==> config.mk <==
export PLATFORM = sky130hd
export DESIGN_NAME = uart_core
export DESIGN_NICKNAME = d
export VERILOG_FILES = /design/src/rtl/uart_core.sv
export SDC_FILE = /design/constraint.sdc
export NUM_CORES = 1
export LEC_CHECK = 0
export CAP_MARGIN = 30
export CORE_MARGIN = 3
export CORE_UTILIZATION = 60
export CTS_CLUSTER_SIZE = 24
export DETAILED_ROUTE_END_ITERATION = 7
export PLACE_DENSITY = 0.77
export SLEW_MARGIN = 20
export SYNTH_ARGS = -nofsm -noshare
export SYNTH_HDL_FRONTEND = slang
export SYNTH_SLANG_ARGS = --single-unit
==> constraint.sdc <==
create_clock -name clock -period 6.22 [get_ports clock]
set_input_delay 0.622 -clock clock [delete_from_list [all_inputs] [get_ports clock]]
set_output_delay 0.622 -clock clock [all_outputs]
set_load 0.02 [all_outputs]
==> src/rtl/uart_core.sv <==
// uart_core: 16x-oversampled UART with one FIFO per direction and sticky receive error flags.
// Defining UART_PARITY_EN adds a parity bit (even or odd, per PARITY_ODD) to every frame.

module uart_fifo #(
    parameter int DW = 8,
    parameter int AW = 4
) (
    input  logic          clock,
    input  logic          reset_n,
    input  logic          wr,
    input  logic [DW-1:0] w_data,
    input  logic          rd,
    output logic [DW-1:0] r_data,
    output logic          full,
    output logic          empty
);
    logic [DW-1:0] mem_r [0:(2**AW)-1];
    logic [AW:0]   wptr_r;
    logic [AW:0]   rptr_r;
    logic          wr_acc_s;
    logic          rd_acc_s;

    assign full     = (wptr_r[AW] != rptr_r[AW]) && (wptr_r[AW-1:0] == rptr_r[AW-1:0]);
    assign empty    = (wptr_r == rptr_r);
    // A full FIFO still takes a write when the same cycle pops the head.
    assign wr_acc_s = wr && (!full || rd);
    assign rd_acc_s = rd && !empty;
    assign r_data   = empty ? {DW{1'b0}} : mem_r[rptr_r[AW-1:0]];

    // Storage array write port
    always_ff @(posedge clock) begin
        if (wr_acc_s) begin
            mem_r[wptr_r[AW-1:0]] <= w_data;
        end
    end

    // Read and write pointers, one extra bit to tell full from empty
    always_ff @(posedge clock or negedge reset_n) begin
        if (!reset_n) begin
            wptr_r <= {(AW+1){1'b0}};
            rptr_r <= {(AW+1){1'b0}};
        end else begin
            if (wr_acc_s) begin
                wptr_r <= wptr_r + {{AW{1'b0}}, 1'b1};
            end
            if (rd_acc_s) begin
                rptr_r <= rptr_r + {{AW{1'b0}}, 1'b1};
            end
        end
    end
endmodule

module uart_core #(
    parameter int DBIT       = 8,
    parameter int SB_TICK    = 16,
    parameter int DVSR       = 163,
    parameter int ADDR_W     = 4,
    parameter int PARITY_ODD = 0
) (
    input  logic            clock,
    input  logic            reset_n,
    input  logic            rx,
    output logic            tx,
    input  logic [DBIT-1:0] w_data,
    input  logic            wr,
    output logic            tx_full,
    output logic [DBIT-1:0] r_data,
    input  logic            rd,
    output logic            rx_empty,
    output logic            rx_overrun,
    output logic            frame_err,
    output logic            parity_err
);
    localparam int            TW        = (DVSR > 1) ? $clog2(DVSR) : 1;
    localparam logic [TW-1:0] TICK_LAST = TW'(DVSR - 1);
    localparam logic [4:0]    SB_LAST   = 5'(SB_TICK - 1);
    localparam logic [3:0]    N_LAST    = 4'(DBIT - 1);

    typedef enum logic [2:0] {
        RX_IDLE   = 3'd0,
        RX_START  = 3'd1,
        RX_DATA   = 3'd2,
`ifdef UART_PARITY_EN
        RX_PARITY = 3'd3,
`endif
        RX_STOP   = 3'd4
    } rx_state_t;

    typedef enum logic [2:0] {
        TX_IDLE   = 3'd0,
        TX_START  = 3'd1,
        TX_DATA   = 3'd2,
`ifdef UART_PARITY_EN
        TX_PARITY = 3'd3,
`endif
        TX_STOP   = 3'd4
    } tx_state_t;

    function automatic logic par_bit(input logic [DBIT-1:0] d);
        par_bit = (^d) ^ (PARITY_ODD != 0);
    endfunction

    logic [TW-1:0]   tick_cnt_r;
    logic            tick_s;
    logic            rx_meta_r;
    logic            rx_sync_r;

    rx_state_t       rx_state_r;
    logic [4:0]      rx_s_r;
    logic [3:0]      rx_n_r;
    logic [DBIT-1:0] rx_b_r;
    logic            rx_done_r;
    logic            overrun_r;
    logic            frame_err_r;
    logic            rx_full_s;
    logic            rd_acc_s;

    tx_state_t       tx_state_r;
    logic [4:0]      tx_s_r;
    logic [3:0]      tx_n_r;
    logic [DBIT-1:0] tx_b_r;
    logic            tx_r;
    logic            tx_pop_s;
    logic            tx_empty_s;
    logic [DBIT-1:0] tx_head_s;
`ifdef UART_PARITY_EN
    logic            tx_par_r;
    logic            parity_err_r;
`endif

    assign tick_s     = (tick_cnt_r == TICK_LAST);
    assign rd_acc_s   = rd && !rx_empty;
    assign tx         = tx_r;
    assign rx_overrun = overrun_r;
    assign frame_err  = frame_err_r;
`ifdef UART_PARITY_EN
    assign parity_err = parity_err_r;
`else
    assign parity_err = 1'b0;
`endif

    // Baud tick generator
    always_ff @(posedge clock or negedge reset_n) begin
        if (!reset_n) begin
            tick_cnt_r <= {TW{1'b0}};
        end else if (tick_s) begin
            tick_cnt_r <= {TW{1'b0}};
        end else begin
            tick_cnt_r <= tick_cnt_r + {{(TW-1){1'b0}}, 1'b1};
        end
    end

    // Two-flop synchroniser for the asynchronous receive line
    always_ff @(posedge clock or negedge reset_n) begin
        if (!reset_n) begin
            rx_meta_r <= 1'b1;
            rx_sync_r <= 1'b1;
        end else begin
            rx_meta_r <= rx;
            rx_sync_r <= rx_meta_r;
        end
    end

    // Receive FSM plus sticky error flags; later set assignments override the rd clear
    always_ff @(posedge clock or negedge reset_n) begin
        if (!reset_n) begin
            rx_state_r   <= RX_IDLE;
            rx_s_r       <= 5'd0;
            rx_n_r       <= 4'd0;
            rx_b_r       <= {DBIT{1'b0}};
            rx_done_r    <= 1'b0;
            overrun_r    <= 1'b0;
            frame_err_r  <= 1'b0;
`ifdef UART_PARITY_EN
            parity_err_r <= 1'b0;
`endif
        end else begin
            rx_done_r <= 1'b0;
            if (rd_acc_s) begin
                overrun_r    <= 1'b0;
                frame_err_r  <= 1'b0;
`ifdef UART_PARITY_EN
                parity_err_r <= 1'b0;
`endif
            end
            if (rx_done_r && rx_full_s && !rd) begin
                overrun_r <= 1'b1;
            end
            case (rx_state_r)
                RX_IDLE: begin
                    if (!rx_sync_r) begin
                        rx_state_r <= RX_START;
                        rx_s_r     <= 5'd0;
                    end
                end
                RX_START: begin
                    if (tick_s) begin
                        if (rx_s_r == 5'd7) begin
                            rx_s_r     <= 5'd0;
                            rx_n_r     <= 4'd0;
                            rx_state_r <= rx_sync_r ? RX_IDLE : RX_DATA;
                        end else begin
                            rx_s_r <= rx_s_r + 5'd1;
                        end
                    end
                end
                RX_DATA: begin
                    if (tick_s) begin
                        if (rx_s_r == 5'd15) begin
                            rx_s_r <= 5'd0;
                            rx_b_r <= {rx_sync_r, rx_b_r[DBIT-1:1]};
                            if (rx_n_r == N_LAST) begin
`ifdef UART_PARITY_EN
                                rx_state_r <= RX_PARITY;
`else
                                rx_state_r <= RX_STOP;
`endif
                            end else begin
                                rx_n_r <= rx_n_r + 4'd1;
                            end
                        end else begin
                            rx_s_r <= rx_s_r + 5'd1;
                        end
                    end
                end
`ifdef UART_PARITY_EN
                RX_PARITY: begin
                    if (tick_s) begin
                        if (rx_s_r == 5'd15) begin
                            rx_s_r     <= 5'd0;
                            rx_state_r <= RX_STOP;
                            if (rx_sync_r != par_bit(rx_b_r)) begin
                                parity_err_r <= 1'b1;
                            end
                        end else begin
                            rx_s_r <= rx_s_r + 5'd1;
                        end
                    end
                end
`endif
                RX_STOP: begin
                    if (tick_s) begin
                        // Sixteen ticks past the last data midpoint is the stop-bit midpoint.
                        if ((rx_s_r == 5'd15) && !rx_sync_r) begin
                            frame_err_r <= 1'b1;
                        end
                        if (rx_s_r == SB_LAST) begin
                            rx_state_r <= RX_IDLE;
                            rx_done_r  <= 1'b1;
                        end else begin
                            rx_s_r <= rx_s_r + 5'd1;
                        end
                    end
                end
                default: begin
                    rx_state_r <= RX_IDLE;
                end
            endcase
        end
    end

    uart_fifo #(.DW(DBIT), .AW(ADDR_W)) u_rx_fifo (
        .clock   (clock),
        .reset_n (reset_n),
        .wr      (rx_done_r),
        .w_data  (rx_b_r),
        .rd      (rd),
        .r_data  (r_data),
        .full    (rx_full_s),
        .empty   (rx_empty)
    );

    uart_fifo #(.DW(DBIT), .AW(ADDR_W)) u_tx_fifo (
        .clock   (clock),
        .reset_n (reset_n),
        .wr      (wr),
        .w_data  (w_data),
        .rd      (tx_pop_s),
        .r_data  (tx_head_s),
        .full    (tx_full),
        .empty   (tx_empty_s)
    );

    // Pop decision: from idle, or at the end of a stop period for gap-free frames
    always_comb begin
        tx_pop_s = 1'b0;
        if (tick_s && !tx_empty_s) begin
            if (tx_state_r == TX_IDLE) begin
                tx_pop_s = 1'b1;
            end else if ((tx_state_r == TX_STOP) && (tx_s_r == SB_LAST)) begin
                tx_pop_s = 1'b1;
            end else begin
                tx_pop_s = 1'b0;
            end
        end else begin
            tx_pop_s = 1'b0;
        end
    end

    // Transmit FSM with registered serial output
    always_ff @(posedge clock or negedge reset_n) begin
        if (!reset_n) begin
            tx_state_r <= TX_IDLE;
            tx_s_r     <= 5'd0;
            tx_n_r     <= 4'd0;
            tx_b_r     <= {DBIT{1'b0}};
            tx_r       <= 1'b1;
`ifdef UART_PARITY_EN
            tx_par_r   <= 1'b0;
`endif
        end else begin
            case (tx_state_r)
                TX_IDLE: begin
                    tx_r <= 1'b1;
                    if (tx_pop_s) begin
                        tx_state_r <= TX_START;
                        tx_s_r     <= 5'd0;
                        tx_b_r     <= tx_head_s;
                        tx_r       <= 1'b0;
`ifdef UART_PARITY_EN
                        tx_par_r   <= par_bit(tx_head_s);
`endif
                    end
                end
                TX_START: begin
                    if (tick_s) begin
                        if (tx_s_r == 5'd15) begin
                            tx_s_r     <= 5'd0;
                            tx_n_r     <= 4'd0;
                            tx_state_r <= TX_DATA;
                            tx_r       <= tx_b_r[0];
                        end else begin
                            tx_s_r <= tx_s_r + 5'd1;
                        end
                    end
                end
                TX_DATA: begin
                    if (tick_s) begin
                        if (tx_s_r == 5'd15) begin
                            tx_s_r <= 5'd0;
                            tx_b_r <= tx_b_r >> 1;
                            if (tx_n_r == N_LAST) begin
`ifdef UART_PARITY_EN
                                tx_state_r <= TX_PARITY;
                                tx_r       <= tx_par_r;
`else
                                tx_state_r <= TX_STOP;
                                tx_r       <= 1'b1;
`endif
                            end else begin
                                tx_n_r <= tx_n_r + 4'd1;
                                tx_r   <= tx_b_r[1];
                            end
                        end else begin
                            tx_s_r <= tx_s_r + 5'd1;
                        end
                    end
                end
`ifdef UART_PARITY_EN
                TX_PARITY: begin
                    if (tick_s) begin
                        if (tx_s_r == 5'd15) begin
                            tx_s_r     <= 5'd0;
                            tx_state_r <= TX_STOP;
                            tx_r       <= 1'b1;
                        end else begin
                            tx_s_r <= tx_s_r + 5'd1;
                        end
                    end
                end
`endif
                TX_STOP: begin
                    if (tick_s) begin
                        if (tx_s_r == SB_LAST) begin
                            tx_s_r <= 5'd0;
                            if (tx_pop_s) begin
                                tx_state_r <= TX_START;
                                tx_b_r     <= tx_head_s;
                                tx_r       <= 1'b0;
`ifdef UART_PARITY_EN
                                tx_par_r   <= par_bit(tx_head_s);
`endif
                            end else begin
                                tx_state_r <= TX_IDLE;
                                tx_r       <= 1'b1;
                            end
                        end else begin
                            tx_s_r <= tx_s_r + 5'd1;
                        end
                    end
                end
                default: begin
                    tx_state_r <= TX_IDLE;
                    tx_r       <= 1'b1;
                end
            endcase
        end
    end
endmodule

# [Word-level counts from Yosys, hierarchy flattened]
# Memories as Yosys holds them, arrays and structs flattened.
# Cells that the tools add are included.
# W data, S select, Z words.
[op_classes] reduce_logical=37 addsub=9 muxes=78 eq_ne=38
[ops] op="$mux W8" n=8
[ops] op="$mux W5" n=10
[ops] op="$mux W3" n=16
[ops] op="$mux W4" n=10
[ops] op="$ne A2 B2 Y1 const B" n=17
[ops] op="$add A5 B1 Y5 const B" n=6
[ops] op="$mux W1" n=25
[ops] op="$pmux W3 S4" n=2
[ops] op="$pmux W8 S3" n=1
[ops] op="$reduce_and A6 Y1" n=4
[ops] op="$pmux W5 S4" n=1
[ops] op="$pmux W4 S2" n=2
[ops] op="$reduce_and A8 Y1" n=2
[ops] op="$logic_and A1 B1 Y1" n=11
[ops] op="$eq A5 B4 Y1 const B" n=2
[ops] op="$eq A5 B5 Y1" n=2
[ops] op="$pmux W5 S2" n=1
[ops] op="$add A4 B1 Y4 const B" n=2
[ops] op="$add A8 B1 Y8 const B" n=1
[ops] op="$eq A4 B3 Y1 const B" n=2
[ops] op="$eq A4 B4 Y1" n=2
[ops] op="$eq A8 B8 Y1 const B" n=1
[ops] op="$reduce_bool A2 Y1" n=4
[ops] op="$eq A3 B1 Y1 const B" n=2
[ops] op="15 further kinds" n=28
[word_totals] word_cells=183 ramBits=256 ff_bits=74 output_inout_bits=14 n_memories=2 inputBits=13
[mem_list] memory="u_rx_fifo.mem_r" depth=16 width=8 read_ports=1 rd_ports_with_merged_regs=0 write_ports=1 line_no="17" source="logic [DW-1:0] mem_r [0:(2**AW)-1];"
[mem_list] memory="u_tx_fifo.mem_r" depth=16 width=8 read_ports=1 rd_ports_with_merged_regs=0 write_ports=1 line_no="17"

# [Depth between registers and ports, before layout]
# Gate-level depths: netlist of run 1.
[logic_depth] ltp_word=9 depth_mapped=9 depth_no_buf=9

# [By module]
# Synthesis of run 1 repeated with hierarchy kept, for this count alone.
[hier_totals] cells_unflattened=882 area_unflattened_um2=14197.4
[by_module_without_submodules] mod="uart_fifo (u_tx_fifo)" instances=1 seq_area_each_um2=4093.9 area_per_inst_um2=5744.3 cells_per_inst=329
[by_module_without_submodules] mod="uart_fifo (u_rx_fifo)" instances=1 seq_area_each_um2=4093.9 area_per_inst_um2=5620.4 cells_per_inst=271
[by_module_without_submodules] mod="uart_core" instances=1 seq_area_each_um2=1355.0 area_per_inst_um2=2832.7 cells_per_inst=282

# [Least setup slack after synthesis of run 1]
# OpenSTA, ideal clock, no wires.
[synth_timing] path_kind="reg2reg" startpoint="register tx_s_r[0]" endpoint="memory u_tx_fifo.mem_r[1][0] (enable)" t_arrival_ns=2.315 stages_incl_launch_ff=7 required_ns=5.837 slack_ns=3.522 cell_sequence="dfrtp_1 ha_1 nand4b_1 a2111o_1 a31oi_2 nand2_1 nor3_1"
[synth_between] elab_chain_cells=9
[synth_rtl] item="start: declaration" line_no="119" source="logic [4:0] tx_s_r;"
[synth_rtl] item="start signal: assignment" line_no="333" source="tx_s_r <= tx_s_r + 5'd1;"
[synth_rtl] item="start signal: assignment" line_no="355" source="tx_s_r <= tx_s_r + 5'd1;"
[synth_rtl] item="start signal: assignment" line_no="388" source="tx_s_r <= tx_s_r + 5'd1;"
[synth_rtl] item="$eq A5 B4 Y1" line_no="290" source="end else if ((tx_state_r == TX_STOP) && (tx_s_r == SB_LAST)) begin"
[synth_rtl] item="$logic_and A1 B1 Y1" line_no="290"
[synth_rtl] item="$mux W1" line_no="290"
[synth_rtl] item="$mux W1" line_no="288" source="if (tx_state_r == TX_IDLE) begin"
[synth_rtl] item="$mux W1" line_no="287" source="if (tick_s && !tx_empty_s) begin"
[synth_rtl] item="$logic_or A1 B1 Y1" line_no="26" source="assign wr_acc_s = wr && (!full || rd);"
[synth_rtl] item="$logic_and A1 B1 Y1" line_no="26"
[synth_rtl] item="$mux W1" line_no="32" source="if (wr_acc_s) begin"
[synth_rtl] item="$mux W1 (implied by the code)" line_no="33" source="mem_r[wptr_r[AW-1:0]] <= w_data;"
[synth_rtl] item="end: declaration" line_no="17"
# No other way between the ends.

# [Worst setup path in the final report of run 1]
[layout_timing] startpoint="register u_rx_fifo.rptr_r[0]" endpoint="output port rx_empty"
[layout_between] elab_chain_cells=1
[layout_rtl] item="start: declaration" line_no="19" source="logic [AW:0] rptr_r;"
[layout_rtl] item="start signal: assignment" line_no="41" source="rptr_r <= {(AW+1){1'b0}};"
[layout_rtl] item="start signal: assignment" line_no="47" source="rptr_r <= rptr_r + {{AW{1'b0}}, 1'b1};"
[layout_rtl] item="$eq A5 B5 Y1" line_no="24" source="assign empty = (wptr_r == rptr_r);"
[layout_rtl] item="end: declaration" line_no="69" source="output logic rx_empty,"
# No other way between the ends.

==> results of run 1 <==
==> worst max-delay path, cell delays in order, from the launching register on <==
cell	delay, ns
dfrtp_4	0.87
xor2_1	0.14
nor4_1	0.45
nor2b_1	0.38
buf_4	0.24
clkdlybuf4s50_1	0.61
==> cells by family after synthesis <==
logic type | Yosys count
DFF | 330
and+or+nand+nor | 181
AOI/OAI and AO/OA | 97
muxes | 89
buffers and inverters | 63
xor gates and xnor gates | 35
adders and majority gates | 18
other | 1
==> per-layer routing <==
metal | GRT usage, % | share of wire (%)
met5 | 0 | 0
met4 | 7.23 | 2.4
met3 | 3.60 | 5.6
met2 | 39.2 | 51
met1 | 29.8 | 41
==> synthesized netlist by cell type (3+ instances only) <==
cell type,count
and3_1,4
clkbuf_1,21
o21a_1,3
dfstp_2,3
a22o_1,6
mux2i_1,4
ha_1,18
nor4_1,5
dfrtp_1,71
buf_2,14
mux2_2,14
o21ai_0,20
nor3_1,17
nor2b_1,13
nand2_1,42
buf_1,4
nand3_1,15
inv_1,23
xor2_1,16
nand4_1,7
xnor2_1,19
a21oi_1,14
mux4_2,71
nand2b_1,6
a31oi_1,6
a2bb2oi_1,3
a22oi_1,19
nor3b_1,5
edfxtp_1,256
nor2_1,51
==> per-stage QoR <==
stage	hold WS [ns]	instances
after floorplan	0.326	814
after global placement	0.347	1090
after detailed placement	0.348	1090
after CTS	0.293	1153
after global routing	0.125	1160
final	0.0918	1160
==> flip-flops by register name, indices dropped and copies added (netlist names), 3 cells and up <==
signal	flops
tx_n_r	4
tx_b_r	8
rx_n_r	4
rx_state_r	3
tx_state_r	3
u_tx_fifo.mem_r	128
tx_s_r	5
u_rx_fifo.wptr_r	5
u_tx_fifo.rptr_r	5
u_tx_fifo.wptr_r	5
u_rx_fifo.mem_r	128
u_rx_fifo.rptr_r	5
rx_s_r	5
tick_cnt_r	8
rx_b_r	8
==> cell usage in the layout, fill, tap and decap left out, types with 3 or more instances in the layout <==
cell type        count
nor2b_1             13
dfstp_2              3
o21a_1               3
a21oi_1             14
mux2i_1              4
a2bb2oi_1            3
nor3_1              17
nand2_1             42
a22oi_1             19
nand4_1              7
xor2_1              16
edfxtp_1           256
nand3_1             15
buf_4               18
dfrtp_1             69
and3_1               4
xnor2_1             19
clkbuf_1             7
mux2_2              14
nand2b_1             6
o21ai_0             20
nor3b_1              5
a22o_1               6
clkinvlp_4           5
clkinv_2             3
clkbuf_16           37
bufinv_16            3
a31oi_1              6
nor4_1               5
mux4_2              71
clkdlybuf4s50_1     24
nor2_1              51
inv_1               23
ha_1                18
clkinv_1             6
==> cell type report <==
class | count | area [um2] | share of cell area, %
Inverter | 23 | 86.3 | 0.559
Timing Repair Buffer | 43 | 395 | 2.56
Sequential cell | 330 | 9550 | 61.9
Clock inverter | 19 | 179 | 1.16
Multi-Input combinational cell | 421 | 3920 | 25.4
Clock buffer | 44 | 952 | 6.17
Tap cell | 280 | 350 | 2.27
==> final timing paths <==
check	to
setup reg to reg	u_rx_fifo.mem_r[6][7]
hold / removal	rx_overrun
max in group asynchronous	tx
setup / recovery	rx_empty
hold reg to reg	rx_sync_r
min in group clock	rx_sync_r
==> power groups by stage <==
stage                     Clock [uW]  Sequential [uW]  Combinational [uW]
after detailed placement           0             2700                 451
after CTS                       2060             2650                 456
final                           2030             2650                 457
after global routing            2160             2670                 495
after global placement             0             2680                 438
after floorplan                    0             2560                 435
==> flow_metrics.env, run 1 <==
export IMPL_placementRows=54
export IMPL_power_density_nw_per_um2=333
export IMPL_ys_top_cells_by_area="edfxtp_1 (56%), dfrtp_1 (13%), mux4_2 (12%)"
export IMPL_total_cell_area_at_the_placement_stage_um2=14200
export IMPL_clk_insertion_delay_late_ns=0.50
export IMPL_final_setup_tns_ns=0
export IMPL_drtIter0Drc=542
export IMPL_layout_worst_path_cycle_share_pct=61.5
export IMPL_cts_htree_levels=2
export IMPL_rr_worst_depth=5
export IMPL_maximum_number_of_pins_on_one_net_before_global_route_repair=75
export IMPL_synth_top_area_share_pct=56.0
export IMPL_fillers=1374
export IMPL_worstSetupStartpointType="register"
export IMPL_worstMarginPinSlew_ns=0.987
export IMPL_cts_max_path_buffers=3
export IMPL_post_layout_total_power_uw=5140
export IMPL_die_height_um=157
export IMPL_syn_mean_instance_area_um2=16.9
export IMPL_clkTransAtPathRegs_ns=0.06
export IMPL_synth_fp_nets=845
export IMPL_finalClockSkew_ns=0.0123
export IMPL_drt_wl_total_um=26800
export IMPL_power_share_of_the_combinational_group_pct=8.9
export IMPL_synth_compound_area_share_pct=4.96
export IMPL_synth_cell_area_um2=13700
export IMPL_grtUsageTotal_pct=22.6
export IMPL_netSwitchingFraction_pct=23.8
export IMPL_final_critical_path_setup_slack_ns=2.40
export IMPL_synth_seq_cells=330
export IMPL_synthAdderAreaFrac_pct=1.64
export IMPL_ys_types=66
export IMPL_max_slew_margin_pct=33.9
export IMPL_io_buffers=25
export IMPL_first_pass_iters=5
export IMPL_area_delta_synth_final_pct=12.5
export IMPL_yosysWarnings=0
export IMPL_routed_length_per_instance_um=23.1
export IMPL_unrepaired_setup_endpoints_after_global_routing="no"
export IMPL_synth_top_family_by_area="multiplexers"
export IMPL_cts_repair_resize_count=0
export IMPL_ir_drop_mv=0.287
export IMPL_hold_path_class="primary input to async pin"
export IMPL_synth_mux_area_fraction_pct=13.1
export IMPL_cts_root_buf="clkbuf_16"
export IMPL_gr_total_overflow=0
export IMPL_timing_critical_path_from="u_rx_fifo.rptr_r[0]"
export IMPL_synth_largest_area_cell="edfxtp_1"
export IMPL_yosys_area_share_xor_xnor_pct=2.23
export IMPL_switching_power_uw=1220
export IMPL_detailedPlacementHpwl_um=16300
export IMPL_critical_path_reg2reg_startpoint="u_rx_fifo.rptr_r[2]"
export IMPL_async_flop_share_pct=22.4
export IMPL_synthFlopType="edfxtp_1"
export IMPL_final_util_pct=69.6
export IMPL_maxCapViolations=0
export IMPL_tritoncts_num_buffers=35
export IMPL_clock_fmax_ghz=0.261
export IMPL_routabilityCongestion=0.783
export IMPL_finish_net_count=885
export IMPL_via_count=7304
export IMPL_cts_hold_repair_buffers=0
export IMPL_via_per_inst=6.30
export IMPL_setup_violation_total_in_the_final_timing_report=0
export IMPL_share_clk_of_total_power_pct=39.5
export IMPL_final_min_clock_period_ns=3.82
export IMPL_clock_tree_from_tritoncts="done"
export IMPL_drt_drc_violations_left=0
export IMPL_design_portCount=27
export IMPL_crit_path_end_kind="primary output"
export IMPL_status="finished clean"
export IMPL_die_area_um2=24700
export IMPL_timing_critical_path_required_ns=5.60
export IMPL_clock_sinks=330
export IMPL_worst_endpoint_arrival_ns=3.20
export IMPL_place_worst_setup_slack_ns=2.58
export IMPL_seqPwrFrac_pct=51.6
export IMPL_die_w_um=157
export IMPL_yosys_area_share_simple_pct=6.62
export IMPL_cts_post_setup_buffers_inserted=0
export IMPL_design_area_um2=15400
export IMPL_grt_pass1_wl_um=42300
export IMPL_antenna_found_initial=0
export IMPL_insertedDiodeCount=0
export IMPL_final_max_slew_violation_count=0
export IMPL_synth_seq_area_share_pct=69.5
export IMPL_power_static_leakage_uw=0.00574
export IMPL_reg2reg_setup_slack_ns=3.02
export IMPL_hold_violations=0
export IMPL_fp_coreArea_um2=22200
export IMPL_drtAntennaViolNets=0
export IMPL_timing_setup_critical_path_class="register to primary output"
export IMPL_synth_edf_count=256
export IMPL_start_util_pct=61.9
export IMPL_cp_max_fo=36
export IMPL_grt_pass1_vias=7519
export IMPL_p_int_uw=3910
export IMPL_drive_above_1_share_pct=18.9
export IMPL_syn_inst=814
Power figures use the tool's default switching activity.
==> run 2, diff against run 1 <==
Settings changed: CORE_UTILIZATION 60 to 56, PLACE_DENSITY 0.77 to 0.76.
Clock period 6.22 ns to 3.4 ns, I/O delays scaled along.
==> run 2 against run 1 <==
  * Critical path depth did not move
  * First-iteration DRC count rose by 39%
  * Sequential power rose by 77%
==> flow_metrics.env, run 2 (same netlist as run 1, synthesis figures left out) <==
export IMPL_drive_above_1_share_pct=21.9
export IMPL_clkTransAtPathRegs_ns=0.06
export IMPL_insertedDiodeCount=0
export IMPL_die_area_um2=26400
export IMPL_timing_critical_path_required_ns=3.06
export IMPL_drt_wl_total_um=27700
export IMPL_detailedPlacementHpwl_um=18000
export IMPL_clock_sinks=330
export IMPL_routed_length_per_instance_um=22.6
export IMPL_switching_power_uw=2260
export IMPL_final_setup_tns_ns=0
export IMPL_cp_max_fo=28
export IMPL_tritoncts_num_buffers=35
export IMPL_routabilityCongestion=0.795
export IMPL_ir_drop_mv=0.551
export IMPL_design_portCount=27
export IMPL_drt_drc_violations_left=0
export IMPL_final_min_clock_period_ns=3.25
export IMPL_critical_path_reg2reg_startpoint="rx_s_r[0]"
export IMPL_grtUsageTotal_pct=22.0
export IMPL_final_cell_mix="edfxtp_1 (256), mux4_2 (71), dfrtp_1 (68)"
export IMPL_hp_start="rx"
export IMPL_hold_path_class="primary input to register"
export IMPL_clock_tree_from_tritoncts="done"
export IMPL_finalClockSkew_ns=0.0183
export IMPL_drtAntennaViolNets=0
export IMPL_die_w_um=163
export IMPL_timing_setup_critical_path_class="register to primary output"
export IMPL_netSwitchingFraction_pct=23.8
export IMPL_numPlacedInstances=1159
export IMPL_via_per_inst=6.11
export IMPL_worst_endpoint_arrival_ns=2.91
export IMPL_unrepaired_setup_endpoints_after_global_routing="no"
export IMPL_cts_max_path_buffers=3
export IMPL_share_clk_of_total_power_pct=39.1
export IMPL_die_height_um=163
export IMPL_maxCapViolations=0
export IMPL_status="finished clean"
export IMPL_place_worst_setup_slack_ns=0.495
export IMPL_cts_root_buf="clkbuf_16"
export IMPL_fp_coreArea_um2=23800
export IMPL_total_cell_area_at_the_placement_stage_um2=14500
export IMPL_maximum_number_of_pins_on_one_net_before_global_route_repair=75
export IMPL_grt_pass1_vias=7845
export IMPL_antenna_found_initial=0
export IMPL_clock_fmax_ghz=0.307
export IMPL_finish_net_count=912
export IMPL_power_static_leakage_uw=0.00592
export IMPL_final_max_slew_violation_count=0
export IMPL_post_layout_total_power_uw=9510
export IMPL_p_int_uw=7250
export IMPL_cts_htree_levels=2
export IMPL_worstMarginPinSlew_ns=0.805
export IMPL_start_util_pct=57.8
export IMPL_worstSetupStartpointType="register"
export IMPL_layout_worst_path_cycle_share_pct=95.7
export IMPL_drtIter0Drc=752
export IMPL_final_critical_path_setup_slack_ns=0.147
export IMPL_mostFrequentLayoutCell="edfxtp_1"
export IMPL_placementRows=56
export IMPL_power_density_nw_per_um2=605
export IMPL_power_share_of_the_combinational_group_pct=11.5
export IMPL_gr_total_overflow=0
export IMPL_first_pass_iters=5
export IMPL_max_slew_margin_pct=46.1
export IMPL_via_count=7485
export IMPL_design_area_um2=15700
export IMPL_seqPwrFrac_pct=49.4
export IMPL_area_delta_synth_final_pct=14.6
export IMPL_crit_path_end_kind="primary output"
export IMPL_io_buffers=25
export IMPL_hold_violations=0
export IMPL_layoutNonFillerInstCount=1225
export IMPL_timing_critical_path_from="u_rx_fifo.rptr_r[0]"
export IMPL_clk_insertion_delay_late_ns=0.52
export IMPL_setup_violation_total_in_the_final_timing_report=0
export IMPL_grt_pass1_wl_um=44700
run 2: cell count changes in the layout (fill, tap and decap cells not counted), moves of 3 or more:
| cell | change |
|---|---|
| clkinv_1 | -3 |
| clkinv_2 | +5 |
| buf_4 | +24 |
| clkinvlp_4 | -3 |
run 2: worst paths after layout:
kind                       slack [ns]  depth (start not counted)                   to
min in group asynchronous        0.25                          2  u_rx_fifo.rptr_r[3]
setup reg to reg                 0.58                          9        rx_state_r[1]
hold / removal                   0.24                          1            rx_meta_r
hold reg to reg                  0.36                          0            rx_sync_r
setup / recovery                 0.15                          5            r_data[4]
max in group asynchronous        2.55                          3            rx_meta_r
run 2: power groups by stage:
| stage | registers (uW) | clock network, uW | logic, uW |
|---|---|---|---|
| finish | 4700 | 3720 | 1090 |
| floorplan | 4690 | 0 | 796 |
| CTS | 4700 | 3790 | 1100 |
| global placement | 4780 | 0 | 1010 |
| global route | 4720 | 3970 | 1190 |
| detailed placement | 4800 | 0 | 1050 |
run 2: what timing repair did:
item,CTS,global route
endpoints found under the setup margin,7,9
hold buffers,1,0
pin swaps,0,0
buffers inserted,2,0
hold endpoints to repair,3,0
gates resized for setup,0,2
run 2: final cells by class:
class / count / area [um2]
Tap cell: 319 / 399
Timing Repair Buffer: 70 / 633
Clock inverter: 21 / 221
Fill cell: 1529 / 8030
Sequential cell: 330 / 9550
Multi-Input combinational cell: 421 / 3930
Clock buffer: 41 / 908
Inverter: 23 / 86.3
run 2: critical path, stage by stage (launching register included):
cell	delay, ns
dfrtp_2	0.41
buf_12	0.25
mux4_2	0.56
mux4_2	0.47
nor2b_1	0.15
clkdlybuf4s50_1	0.54
run 2: routing by layer:
metal  global-route usage, %  wire (um)  part of all wire, %  up-vias
li1                        -          -                    -     3321
met1                    29.5      11000                   40     3826
met3                    3.48       1690                  6.1       53
met2                    37.9      14200                   52      285
met4                    6.57        702                  2.5        0
met5                       0          0                    0        -
run 2: per-stage QoR:
stage	util (%)	hold WS (ns)
after detailed placement	61.2	0.348
final	66.2	0.243
after global placement	61.2	0.347
after global routing	66.2	0.252
after CTS	66.0	0.224
after floorplan	-	0.0444
